<file path="src/rtl/mem_arbiter.sv">
// mem_arbiter: sequencer/arbiter for the stage-three main data memory.
// Shares the single mem_main port between the pipeline load/store path and the
// debug/loader port, holds each access for WAIT_STATES extra cycles and drives
// the pipeline stall while a pipeline access is outstanding.
// Optional feature macro: MEM_ARB_STARVE_EN (debug anti-starvation override).
module mem_arbiter #(
    parameter int unsigned WAIT_STATES  = 0,
    parameter int unsigned STARVE_LIMIT = 4
) (
    input  logic        clk,
    input  logic        rst,
    input  logic        halt_sys,
    input  logic        p_req,
    input  logic        p_we,
    input  logic [15:0] p_addr,
    input  logic [15:0] p_wdata,
    output logic [15:0] p_rdata,
    output logic        p_done,
    output logic        p_stall,
    input  logic        d_req,
    input  logic        d_we,
    input  logic [15:0] d_addr,
    input  logic [15:0] d_wdata,
    output logic [15:0] d_rdata,
    output logic        d_done,
    output logic [15:0] m_addr,
    output logic [15:0] m_wdata,
    output logic        m_we,
    input  logic [15:0] m_rdata
);

    typedef enum logic [1:0] {
        IDLE  = 2'd0,
        ACC_P = 2'd1,
        ACC_D = 2'd2
    } state_t;

    localparam logic [2:0] WAIT_LOAD = 3'(WAIT_STATES);

    state_t      state;
    logic [2:0]  wait_cnt;
    logic        req_we;
    logic [15:0] req_addr;
    logic [15:0] req_wdata;
    logic        last_cycle;
    logic        arb_open;
    logic        starve_ovr;
    logic        grant_p;
    logic        grant_d;

    // Arbitration only happens in IDLE and never in a done cycle, so a finished
    // requester cannot be re-granted back to back and each access costs WAIT_STATES+3.
    assign arb_open = (state == IDLE) & ~p_done & ~d_done;

`ifdef MEM_ARB_STARVE_EN
    localparam logic [3:0] STARVE_MAX = 4'(STARVE_LIMIT);

    logic [3:0] starve_cnt;

    assign starve_ovr = d_req & (starve_cnt == STARVE_MAX);

    // Count pipeline grants made while debug waits; any debug grant or idle debug port clears it.
    always_ff @(posedge clk or negedge rst) begin
        if (!rst) begin
            starve_cnt <= 4'd0;
        end else if (state == IDLE) begin
            if (!d_req || grant_d) begin
                starve_cnt <= 4'd0;
            end else if (grant_p) begin
                starve_cnt <= starve_cnt + 4'd1;
            end
        end
    end
`else
    assign starve_ovr = 1'b0;
`endif

    assign grant_p = arb_open & p_req & ~halt_sys & ~starve_ovr;
    assign grant_d = arb_open & d_req & ~grant_p;

    assign last_cycle = (state != IDLE) && (wait_cnt == 3'd0);
    assign m_we       = last_cycle & req_we;
    assign m_addr     = req_addr;
    assign m_wdata    = req_wdata;
    assign p_stall    = p_req & ~p_done;

    // Access sequencer: latch the winner, count down wait states, capture read data and pulse done.
    always_ff @(posedge clk or negedge rst) begin
        if (!rst) begin
            state     <= IDLE;
            wait_cnt  <= 3'd0;
            req_we    <= 1'b0;
            req_addr  <= 16'd0;
            req_wdata <= 16'd0;
            p_done    <= 1'b0;
            d_done    <= 1'b0;
            p_rdata   <= 16'd0;
            d_rdata   <= 16'd0;
        end else begin
            p_done <= 1'b0;
            d_done <= 1'b0;
            case (state)
                IDLE: begin
                    if (grant_p) begin
                        state     <= ACC_P;
                        req_we    <= p_we;
                        req_addr  <= p_addr;
                        req_wdata <= p_wdata;
                        wait_cnt  <= WAIT_LOAD;
                    end else if (grant_d) begin
                        state     <= ACC_D;
                        req_we    <= d_we;
                        req_addr  <= d_addr;
                        req_wdata <= d_wdata;
                        wait_cnt  <= WAIT_LOAD;
                    end
                end
                ACC_P, ACC_D: begin
                    if (wait_cnt == 3'd0) begin
                        state <= IDLE;
                        if (state == ACC_P) begin
                            p_done <= 1'b1;
                            if (!req_we) begin
                                p_rdata <= m_rdata;
                            end
                        end else begin
                            d_done <= 1'b1;
                            if (!req_we) begin
                                d_rdata <= m_rdata;
                            end
                        end
                    end else begin
                        wait_cnt <= wait_cnt - 3'd1;
                    end
                end
                default: begin
                    state <= IDLE;
                end
            endcase
        end
    end

endmodule

</file>
<file path="config.mk">
export PLATFORM = sky130hd
export DESIGN_NAME = mem_arbiter
export DESIGN_NICKNAME = d
export VERILOG_FILES = /design/src/rtl/mem_arbiter.sv
export SDC_FILE = /design/constraint.sdc
export NUM_CORES = 1
export LEC_CHECK = 0
export CORE_MARGIN = 2
export CORE_UTILIZATION = 36
export CTS_CLUSTER_DIAMETER = 60
export DETAILED_ROUTE_END_ITERATION = 16
export PLACE_DENSITY_LB_ADDON = 0.2
export SETUP_SLACK_MARGIN = 0.05
export SLEW_MARGIN = 20
export SYNTH_ARGS = -nofsm -noshare
export SYNTH_HDL_FRONTEND = slang
export SYNTH_SLANG_ARGS = --single-unit
</file>
<file path="constraint.sdc">
create_clock -name clk -period 1.65 [get_ports clk]
set_input_delay 0.33 -clock clk [delete_from_list [all_inputs] [get_ports clk]]
set_output_delay 0.33 -clock clk [all_outputs]
set_load 0.05 [all_outputs]
</file>
==> impl_results.md, run 1 <==
* Syn Area/Cell at 11.5 sq um
* Via density at 4.91
* DR WL/cell at 15.8 um
* Slew @ Worst Pin at 0.379 ns
* Via Count at 2779
* Clock-pin slew on the worst setup and hold paths at 0.07 ns
* Total CTS buffers at 9
* Filler instances at 648
* Initial Util at 37.4%
* Critical Path Source Type: flop
* Critical path class: flop to primary output
* Port bufs at 154
* # H-tree levels at 3
* Rows at 33
* Synthesized flop and latch total at 72
* VDD IR max at 1.08 mV
* Synth Warn # at 0
* Worst-path fanout max at 2
* Synth Flop Type: dfrtp_1
* Cell Area, Synth at 3110 sq um
* Mux cell area share after synthesis at 12.0%
* RSZ-0062 raised after global routing: true
* Synth Instances at 271
* Final GP Congestion at 0.811
* Post-synthesis compound-gate area fraction at 15.0%
* PwrDens at 2260 nW/um^2
* Iteration-0 DRC Markers at 53
* FMAX at 0.571 GHz
* Initial antenna violation count at 0
* Die Y at 96.9 um
* Clock skew at 0.00609 ns
* Final WS setup at -0.100 ns
* Skew-Pair Late Insertion Delay at 0.34 ns
* Hold Crit Class: primary input to asynchronous set/reset pin
* Post-synth top area share at 58.0%
* Max Transition Viols Final at 0
* Nets at 548
* N_diodes at 0
* Hold WS at 0.355 ns
* Clk sinks at 72
* First-pass GRT wire length at 14500 um
* Xor/xnor share of the synthesized area at 0%
* Routed WL at 8950 um
* Post-DP HPWL at 6080 um
* Core area at 8300 sq um
* CTS tree: built
* Share of post-route cells with drive strength above 1 at 38.2%
* Commonest non-fill, non-tap cells in the layout: 90 x buf_4, 85 x clkdlybuf4s50_1, 70 x dfrtp_1
* Inst Count DP at 531
* Simple-gate area share of the yosys netlist at 9.34%
* Tot GR Track Use at 19.3%
* Die Footprint at 9390 sq um
* Fraction of registers with async set/reset at 100%
* Register area share after synthesis at 58.0%
* Failing checks: negative setup slack
* Max cap viols at 0
* Area grow syn2layout at 75.4%
* Tmin final at 1.75 ns
* Final std cells w/o fill at 566
* Pre-CTS setup slack at -0.180 ns
* Arr. time, crit path at 1.42 ns
* Number of flops mapped to enable cells by yosys at 0
* Top post-synthesis cells by area: dfrtp_1 58%, mux2_2 12%, o22ai_1 6.6%
* GRT overflow at 0
* CTS Root Cell: clkbuf_8
* Die extent in x at 96.9 um
* Final critical-path share of the clock period at 106%
* Clk buf depth at 2
* Final setup violation count at 19
* Leading area contributor after synthesis: dfrtp_1
* Area after DPL at 4800 sq um
* Relative slew slack at 74.7%
* Status: finished, violations left
* Finished Cell Area at 5450 sq um
* Adder-Cell Fraction of Synth Area at 2.01%
* Final hold vios at 0
* Util after Layout at 65.6%
* Critical path data required time at 1.32 ns
* Largest family of logic cells by synthesized area: compound AO/OA/AOI/OAI gates
* Drt drc at 0
* Vias in the first global route at 2926
* Synth unique cells at 33
* Syn Nets at 363
* Commonest non-fill, non-tap cell in the layout: buf_4
* Router iterations before antenna repair at 5
* Leak Pwr at 2.51 nW
* Crit path capture type: primary output
* Number of routed nets with antenna violations at 0
* I/O pin total at 155
* Pin count of the biggest net entering global routing at 37
==> state kept, by name, summed over array words and instances (netlist names) <==
register / count
m_addr: 16
state: 2
d_rdata: 16
d_done: 1
wait_cnt: 3
m_wdata: 16
p_rdata: 16
req_we: 1
p_done: 1
==> final timing paths <==
check,from,end,slack [ns],cells after the start
min in group clk,m_wdata[1],m_wdata[1],0.48,2
min reg2reg,m_wdata[1],m_wdata[1],0.48,2
min,rst,p_rdata[4],0.36,2
max reg2reg,wait_cnt[0],p_rdata[14],-0.08,8
max,wait_cnt[0],m_we,-0.10,5
max in group asynchronous,rst,d_rdata[12],0.70,3
==> worst max-delay path, cell delays in order (launching register included) <==
cell and delay (ns):
dfrtp_1 0.40, inv_2 0.08, ha_4 0.15, nand2b_4 0.07
nor3b_4 0.22, buf_12 0.16
==> kinds of logic after synthesis <==
group	count (synthesis)
compound gates	79
flops	72
simple gates	59
fa+ha+maj	5
mux	33
buf+inv	23
==> report_power, final <==
part | internal [W] | switching [W] | total (W)
clock | 0.00105 | 0.000632 | 0.00168
sequential | 0.00260 | 0.000498 | 0.00310
combinational | 0.00300 | 0.00455 | 0.00755
total | 0.00665 | 0.00567 | 0.0123
==> metal layers <==
metal	share of wire, %	GRT usage [%]	up-vias
met5	0	0	-
li1	-	-	1339
met2	47	30.8	135
met4	2.3	9.32	0
met1	44	23.9	1289
met3	7.0	5.71	16
==> final cells by class <==
class                   instances  area, sq um  share of cell area, %
clock inverters                 5          104                   1.91
clock buffers                  11          141                   2.60
flip-flops and latches         72         1800                   33.1
multi-input cells             176         1410                   25.8
repair buffers                192         1840                   33.8
inverters                       5         18.8                  0.345
well taps                     105          131                   2.41
==> cell usage after synthesis (2+ instances only) <==
cell type / count
nand2b_1: 2
dfrtp_1: 72
mux2_2: 33
a21oi_1: 2
o221ai_1: 2
buf_2: 2
nor2b_1: 2
nand3_1: 2
o21ai_0: 36
inv_1: 4
o22ai_1: 33
ha_1: 5
buf_4: 4
clkbuf_1: 11
nor2_1: 6
nor3_1: 3
nand2_1: 35
and3_1: 2
==> through the flow <==
stage               setup TNS (ns)  power [W]
finish                       -1.17     0.0123
global route                 -3.03     0.0130
CTS                          -1.20     0.0120
detailed placement           -5.39    0.00982
global placement             -4.45    0.00968
floorplan                  -0.0444    0.00749
==> repair_timing <==
action	CTS	global route
hold buffers	1	0
setup buffers	13	3
hold endpoints to repair	8	0
pin swaps	4	4
resized for setup	26	35
setup endpoints to repair	33	51
cloned	2	1
(Power assumes the default switching activity.)
==> run 2: changes to the inputs <==
--- a/config.mk
+++ b/config.mk
@@ -6,7 +6,7 @@
 export NUM_CORES = 1
 export LEC_CHECK = 0
 export CORE_MARGIN = 2
-export CORE_UTILIZATION = 36
+export CORE_UTILIZATION = 40
 export CTS_CLUSTER_DIAMETER = 60
 export DETAILED_ROUTE_END_ITERATION = 16
 export PLACE_DENSITY_LB_ADDON = 0.2
==> constraint.sdc (replaced) <==
create_clock -name clk -period 1.9 [get_ports clk]
set_input_delay 0.38 -clock clk [delete_from_list [all_inputs] [get_ports clk]]
set_output_delay 0.38 -clock clk [all_outputs]
set_load 0.05 [all_outputs]
==> run 2 against run 1 <==
Effect of this change: the flow now finishes without violations; worst setup slack better by 0.16 ns; combinational power down 26%; final cell count down 4.6%; register-to-register slack improved by 0.20 ns; global-route usage fell by 0.34 points; power fell by 26%; first-iteration DRC count rose by 87%; sequential cell count did not move.
==> impl_results.md, run 2 (synthesis results as in run 1) <==
* Status: completed (was finished, violations left)
* Initial antenna violation count at 0 (unchanged)
* First-pass GRT wire length at 12800 um (was 14500 um)
* Critical path class: flop to primary output (unchanged)
* Vias in the first global route at 2729 (was 2926)
* Total CTS buffers at 9 (unchanged)
* CTS Root Cell: clkbuf_8 (unchanged)
* Clk sinks at 72 (unchanged)
* Rows at 32 (was 33)
* RSZ-0062 raised after global routing: true (unchanged)
* FMAX at 0.544 GHz
* Final std cells w/o fill at 540 (was 566)
* Pin count of the biggest net entering global routing at 67 (was 37)
* Arr. time, crit path at 1.46 ns (was 1.42 ns)
* Commonest non-fill, non-tap cell in the layout: clkdlybuf4s50_1 (was buf_4)
* Iteration-0 DRC Markers at 99 (was 53)
* Clock-pin slew on the worst setup and hold paths at 0.07 ns (about the same)
* Port bufs at 154 (unchanged)
* Final hold vios at 0 (unchanged)
* CP max stage cell: dfrtp_1 (unchanged)
* Slowest stage delay, CP at 0.42 ns (was 0.40 ns)
* Worst-path fanout max at 4 (was 2)
* Initial Util at 40.8% (was 37.4%)
* Via Count at 2649 (was 2779)
* CP startpoint: wait_cnt[1] (was wait_cnt[0])
* Net Sw Power at 0.00460 W (was 0.00567 W)
* Pre-CTS setup slack at -0.0137 ns (was -0.180 ns)
* Via density at 4.91 (about the same)
* # H-tree levels at 3 (unchanged)
* Reg2Reg Depth at 7 (was 8)
* CP cell instances: inv_2 > ha_4 > nand2b_4 > nor3b_4 > buf_12 (unchanged)
* Critical path data required time at 1.52 ns (was 1.32 ns)
* Internal reg-to-reg setup slack at 0.12 ns (was -0.08 ns)
* GRT overflow at 0 (unchanged)
* PwrDens at 1850 nW/um^2 (was 2260 nW/um^2)
* Clk buf depth at 2 (unchanged)
* Leak Pwr at 2.24 nW (was 2.51 nW)
* Final GP Congestion at 0.845 (was 0.811)
* Tot GR Track Use at 18.9% (was 19.3%)
* Filler instances at 644 (was 648)
* Die Y at 92.1 um (was 96.9 um)
* Met1 usage at 23.2% (was 23.9%)
* Routed WL at 7930 um (was 8950 um)
* I/O pin total at 155 (unchanged)
* Number of routed nets with antenna violations at 0 (unchanged)
* Area grow syn2layout at 59.6% (was 75.4%)
* Max Transition Viols Final at 0 (unchanged)
* Die extent in x at 92.1 um (was 96.9 um)
* Final WS setup at 0.0606 ns (was -0.100 ns)
* N_diodes at 0 (unchanged)
* Commonest non-fill, non-tap cells in the layout: 85 x clkdlybuf4s50_1, 72 x dfrtp_1, 47 x dlygate4sd2_1 (was 90 x buf_4, 85 x clkdlybuf4s50_1, 70 x dfrtp_1)
* Router iterations before antenna repair at 5 (unchanged)
* CTS tree: built (unchanged)
* GRT Max-Usage Layer: met2 (unchanged)
* M2 GR Usage at 31.7% (was 30.8%)
* VDD IR max at 0.755 mV (was 1.08 mV)
* Die Footprint at 8490 sq um (was 9390 sq um)
* Crit path to: m_we (unchanged)
* Post-DP HPWL at 5920 um (was 6080 um)
* Critical Path Source Type: flop (unchanged)
* Final setup violation count at 0 (was 19)
* Crit path capture type: primary output (unchanged)
* Logic pwr share at 60.6% (was 61.2%)
* Sw Ratio at 50.3% (was 46.0%)
* Clock skew at 0.00823 ns (was 0.00609 ns)
* DR WL/cell at 14.7 um (was 15.8 um)
* Final critical-path share of the clock period at 96.8%
* Multi-input logic area at 1220 sq um (was 1410 sq um)
* Sequential share of power at 28.8% (was 25.2%)
* Slew @ Worst Pin at 0.515 ns (was 0.379 ns)
* Relative slew slack at 65.8% (was 74.7%)
* Inst Count DP at 522 (was 531)
* Register area at 1800 sq um (about the same)
* R2r startpoint: wait_cnt[1] (was wait_cnt[0])
* GRT met3 Usage at 7.23% (was 5.71%)
* Reg2reg end: p_rdata[1] (was p_rdata[14])
* Hold Crit Class: flop to flop (was primary input to asynchronous set/reset pin)
* Max cap viols at 0 (unchanged)
* Skew-Pair Late Insertion Delay at 0.33 ns (was 0.34 ns)
* Tmin final at 1.84 ns
* Drt drc at 0 (unchanged)
* Core area at 7610 sq um (was 8300 sq um)
* Nets at 527 (was 548)
* Share of post-route cells with drive strength above 1 at 21.5% (was 38.2%)
* Clock power share at 10.6% (was 13.6%)
* Pint at 0.00456 W (was 0.00665 W)
## run 2: stage by stage
step | TNS (ns) | power, W | instance area, sq um | hold slack [ns] | utilization [%]
after floorplan | 0 | 0.00646 | 3120 | 0.0844 | -
after global placement | 0 | 0.00840 | 4820 | 0.358 | 63.3
after detailed placement | -0.0272 | 0.00851 | 4820 | 0.365 | 63.3
after CTS | 0 | 0.00920 | 4930 | 0.482 | 64.9
after global routing | -0.00913 | 0.00971 | 4960 | 0.498 | 65.2
final | 0 | 0.00916 | 4960 | 0.477 | 65.2
## run 2: routing by layer
metal | vias to the layer above | wire (um)
li1 | 1301 | -
met1 | 1227 | 3380
met2 | 113 | 3810
met3 | 8 | 663
met4 | 0 | 76
met5 | - | 0
## run 2: cell type report
class	instances	area share, %
sequential	72	36.3
timing repair buffer	171	32.9
clock buffer	10	2.57
inverter	5	0.379
clock inverter	4	0.480
multi-input combinational	176	24.7
tap	102	2.57
## run 2: how the worst min path moves through the flow
stage                      from           to  depth (start not counted)
finish              m_wdata[11]  m_wdata[11]                          2
global route        m_wdata[13]  m_wdata[13]                          2
CTS                 m_wdata[13]  m_wdata[13]                          2
detailed placement          rst  d_rdata[13]                          1
global placement            rst  d_rdata[13]                          1
floorplan                   rst       d_done                          0
## run 2: repair_timing
| item | CTS | global route |
|---|---|---|
| buffers inserted | 0 | 3 |
| hold endpoints to repair | 5 | 0 |
| gates cloned | 0 | 0 |
| endpoints found under the setup margin | 48 | 1 |
| gates resized for setup | 52 | 0 |
| hold buffers | 1 | 0 |
| pin swaps | 0 | 2 |
## run 2: critical path: cells and delay by family (launching register included)
family	cells	cell delay, ns
fa+ha+maj	1	0.17
buf+inv	2	0.26
flops	1	0.42
simple gates	2	0.28
## run 2: power by group through the flow
| stage | sequential (W) | combinational, W | clock, W |
|---|---|---|---|
| floorplan | 0.00496 | 0.00150 | 0 |
| global placement | 0.00265 | 0.00575 | 0 |
| detailed placement | 0.00267 | 0.00584 | 0 |
| CTS | 0.00264 | 0.00555 | 0.00101 |
| global route | 0.00274 | 0.00589 | 0.00108 |
| finish | 0.00263 | 0.00555 | 0.000975 |
==> run 3: changes to the inputs <==
--- a/config.mk
+++ b/config.mk
@@ -5,9 +5,8 @@
 export SDC_FILE = /design/constraint.sdc
 export NUM_CORES = 1
 export LEC_CHECK = 0
-export CORE_MARGIN = 2
 export CORE_UTILIZATION = 40
-export CTS_CLUSTER_DIAMETER = 60
+export CTS_CLUSTER_DIAMETER = 40
 export DETAILED_ROUTE_END_ITERATION = 16
 export PLACE_DENSITY_LB_ADDON = 0.2
 export SETUP_SLACK_MARGIN = 0.05
==> run 3 against run 2 <==
Effect of this change: clock skew rose by 0.0011 ns; non-clock buffer count up 5; final cell count is 0.56% higher; largest power group unchanged; largest cell class unchanged; first-iteration DRC count shrank 48%; sequential share of layout area down 1.1 points; power increased by 6.8%; design area up 3.2%; die area decreased by 4.3%; worst hold slack better by 0.0017 ns; fmax rose by 0.31%.
==> impl_results.md, run 3 (synthesis results as in run 1) <==
* Status: completed (unchanged)
* Max Used Layer: met4 (unchanged)
* CP cell instances: inv_2 > ha_4 > nand2b_4 > nor3b_4 > buf_12 (unchanged)
* Leak Pwr at 2.31 nW (was 2.24 nW)
* Crit path capture type: primary output (unchanged)
* DR WL/cell at 14.6 um (was 14.7 um)
* Number of routed nets with antenna violations at 0 (unchanged)
* Commonest non-fill, non-tap cells in the layout: 85 x clkdlybuf4s50_1, 72 x dfrtp_1, 43 x dlygate4sd2_1 (was 85 x clkdlybuf4s50_1, 72 x dfrtp_1, 47 x dlygate4sd2_1)
* Skew-Pair Late Insertion Delay at 0.34 ns (was 0.33 ns)
* Final std cells w/o fill at 543 (was 540)
* Setup TNS at 0 ns (unchanged)
* Initial antenna violation count at 0 (unchanged)
* Relative slew slack at 66.1% (was 65.8%)
* FMAX at 0.545 GHz (was 0.544 GHz)
* Post-DP HPWL at 5820 um (was 5920 um)
* Max cap viols at 0 (unchanged)
* Drt drc at 0 (unchanged)
* Total CTS buffers at 9 (unchanged)
* Arr. time, crit path at 1.45 ns (was 1.46 ns)
* Clk sinks at 72 (unchanged)
* Internal reg-to-reg setup slack at 0.16 ns (was 0.12 ns)
* Clk buf depth at 2 (unchanged)
* Via Count at 2701 (was 2649)
* Critical Path Source Type: flop (unchanged)
* Max Transition Viols Final at 0 (unchanged)
* CP bufs+invs at 2 (unchanged)
* Commonest non-fill, non-tap cell in the layout: clkdlybuf4s50_1 (unchanged)
* Final GP Congestion at 0.796 (was 0.845)
* N_diodes at 0 (unchanged)
* Clock-pin slew on the worst setup and hold paths at 0.07 ns (about the same)
* Port bufs at 154 (unchanged)
* Clock skew at 0.00929 ns (was 0.00823 ns)
* Met2 WL at 3730 um (was 3810 um)
* Pin count of the biggest net entering global routing at 45 (was 67)
* Core area at 7370 sq um (was 7610 sq um)
* First-pass GRT wire length at 13200 um (was 12800 um)
* I/O pin total at 155 (unchanged)
* Initial Util at 42.2% (was 40.8%)
* RSZ-0062 raised after global routing: true (unchanged)
* Rows at 31 (was 32)
* Inst Count DP at 520 (was 522)
* Vias in the first global route at 2672 (was 2729)
* CP max stage cell: dfrtp_1 (unchanged)
* Slowest stage delay, CP at 0.41 ns (was 0.42 ns)
* Hold Crit Class: flop to flop (unchanged)
* Cell family contributing the most delay on the critical path: flip-flops (unchanged)
* Final setup violation count at 0 (unchanged)
* Routed WL at 7930 um (about the same)
* PwrDens at 1910 nW/um^2 (was 1850 nW/um^2)
* Critical path data required time at 1.52 ns (about the same)
* Die extent in x at 90.1 um (was 92.1 um)
* VDD IR max at 0.997 mV (was 0.755 mV)
* Area grow syn2layout at 64.6% (was 59.6%)
* CTS Root Cell: clkbuf_8 (unchanged)
* Slew @ Worst Pin at 0.511 ns (was 0.515 ns)
* Critical path class: flop to primary output (unchanged)
* CTS tree: built (unchanged)
* # H-tree levels at 3 (unchanged)
* Final critical-path share of the clock period at 96.5% (was 96.8%)
* Router iterations before antenna repair at 4 (was 5)
* Nets at 532 (was 527)
* Worst-path fanout max at 4 (unchanged)
* Iteration-0 DRC Markers at 51 (was 99)
* Share of post-route cells with drive strength above 1 at 24.1% (was 21.5%)
* Finished Cell Area at 5110 sq um (was 4960 sq um)
* Area after DPL at 4850 sq um (was 4820 sq um)
* Tmin final at 1.83 ns (was 1.84 ns)
* Tot GR Track Use at 20.6% (was 18.9%)
* Final hold vios at 0 (unchanged)
* Post-Route M1 WL at 3480 um (was 3380 um)
* Die Y at 90.1 um (was 92.1 um)
* GRT overflow at 0 (unchanged)
* Hold WS at 0.479 ns (was 0.477 ns)
* DR WL met3 at 547 um (was 663 um)
* Die Footprint at 8120 sq um (was 8490 sq um)
* Via density at 4.97 (was 4.91)
[run 3: cell count changes in the layout (fill, tap and decap cells not counted), sizes merged]
cell / delta
dlygate4sd2: -4
bufinv: +3
clkbuf: -1
clkinv: -1
buf: +9
[run 3: final cells by class]
cell class                 count  area, sq um
clock buffer                   9          124
clock inverter                 6          109
inverter                       5         18.8
sequential                    72         1800
tap                           99          124
fill                         595         2250
timing repair buffer         176         1700
multi-input combinational    176         1230
[run 3: worst reg2reg max path, delay by kind of cell (launching register included)]
family | cells | cell delay, ns
buf+inv | 3 | 0.42
flops | 1 | 0.41
mux | 1 | 0.35
simple gates | 2 | 0.29
fa+ha+maj | 1 | 0.15
[run 3: timing repair]
| item | in CTS | in global routing |
|---|---|---|
| setup buffers | 1 | 7 |
| hold buffers | 1 | 0 |
| hold endpoints to repair | 28 | 0 |
| endpoints found under the setup margin | 44 | 1 |
| gates resized for setup | 48 | 3 |
| pin swaps | 0 | 2 |
[run 3: metal layers]
layer	vias up	global-route usage, %
met2	125	32.4
met5	-	0
met4	0	9.54
met1	1243	26.8
li1	1317	-
met3	16	5.16
[run 3: path summary, 6_finish.rpt]
kind                             start  cells past startpoint    endpoint
max                        wait_cnt[0]                      5        m_we
min                          m_addr[6]                      2   m_addr[6]
max reg2reg                wait_cnt[0]                      7  p_rdata[7]
min reg2reg                  m_addr[6]                      2   m_addr[6]
max in group asynchronous          rst                      3    state[1]
min in group asynchronous          rst                      2  d_rdata[9]
[run 3: report_power, final]
part           internal, W  leakage [nW]  total (W)  switching (W)
clock             0.000862         0.119    0.00141       0.000551
sequential         0.00226         0.888    0.00265       0.000390
combinational      0.00199          1.31    0.00572        0.00374
total              0.00511          2.31    0.00978        0.00468
[run 3: per-stage QoR]
stage / util [%] / worst slack, ns / power, W
floorplan: - / 0.135 / 0.00646
global placement: 65.8 / 0.0334 / 0.00848
detailed placement: 65.8 / -0.0524 / 0.00860
CTS: 68.7 / -0.0143 / 0.00976
global route: 69.4 / 0.00585 / 0.0103
finish: 69.4 / 0.0663 / 0.00978
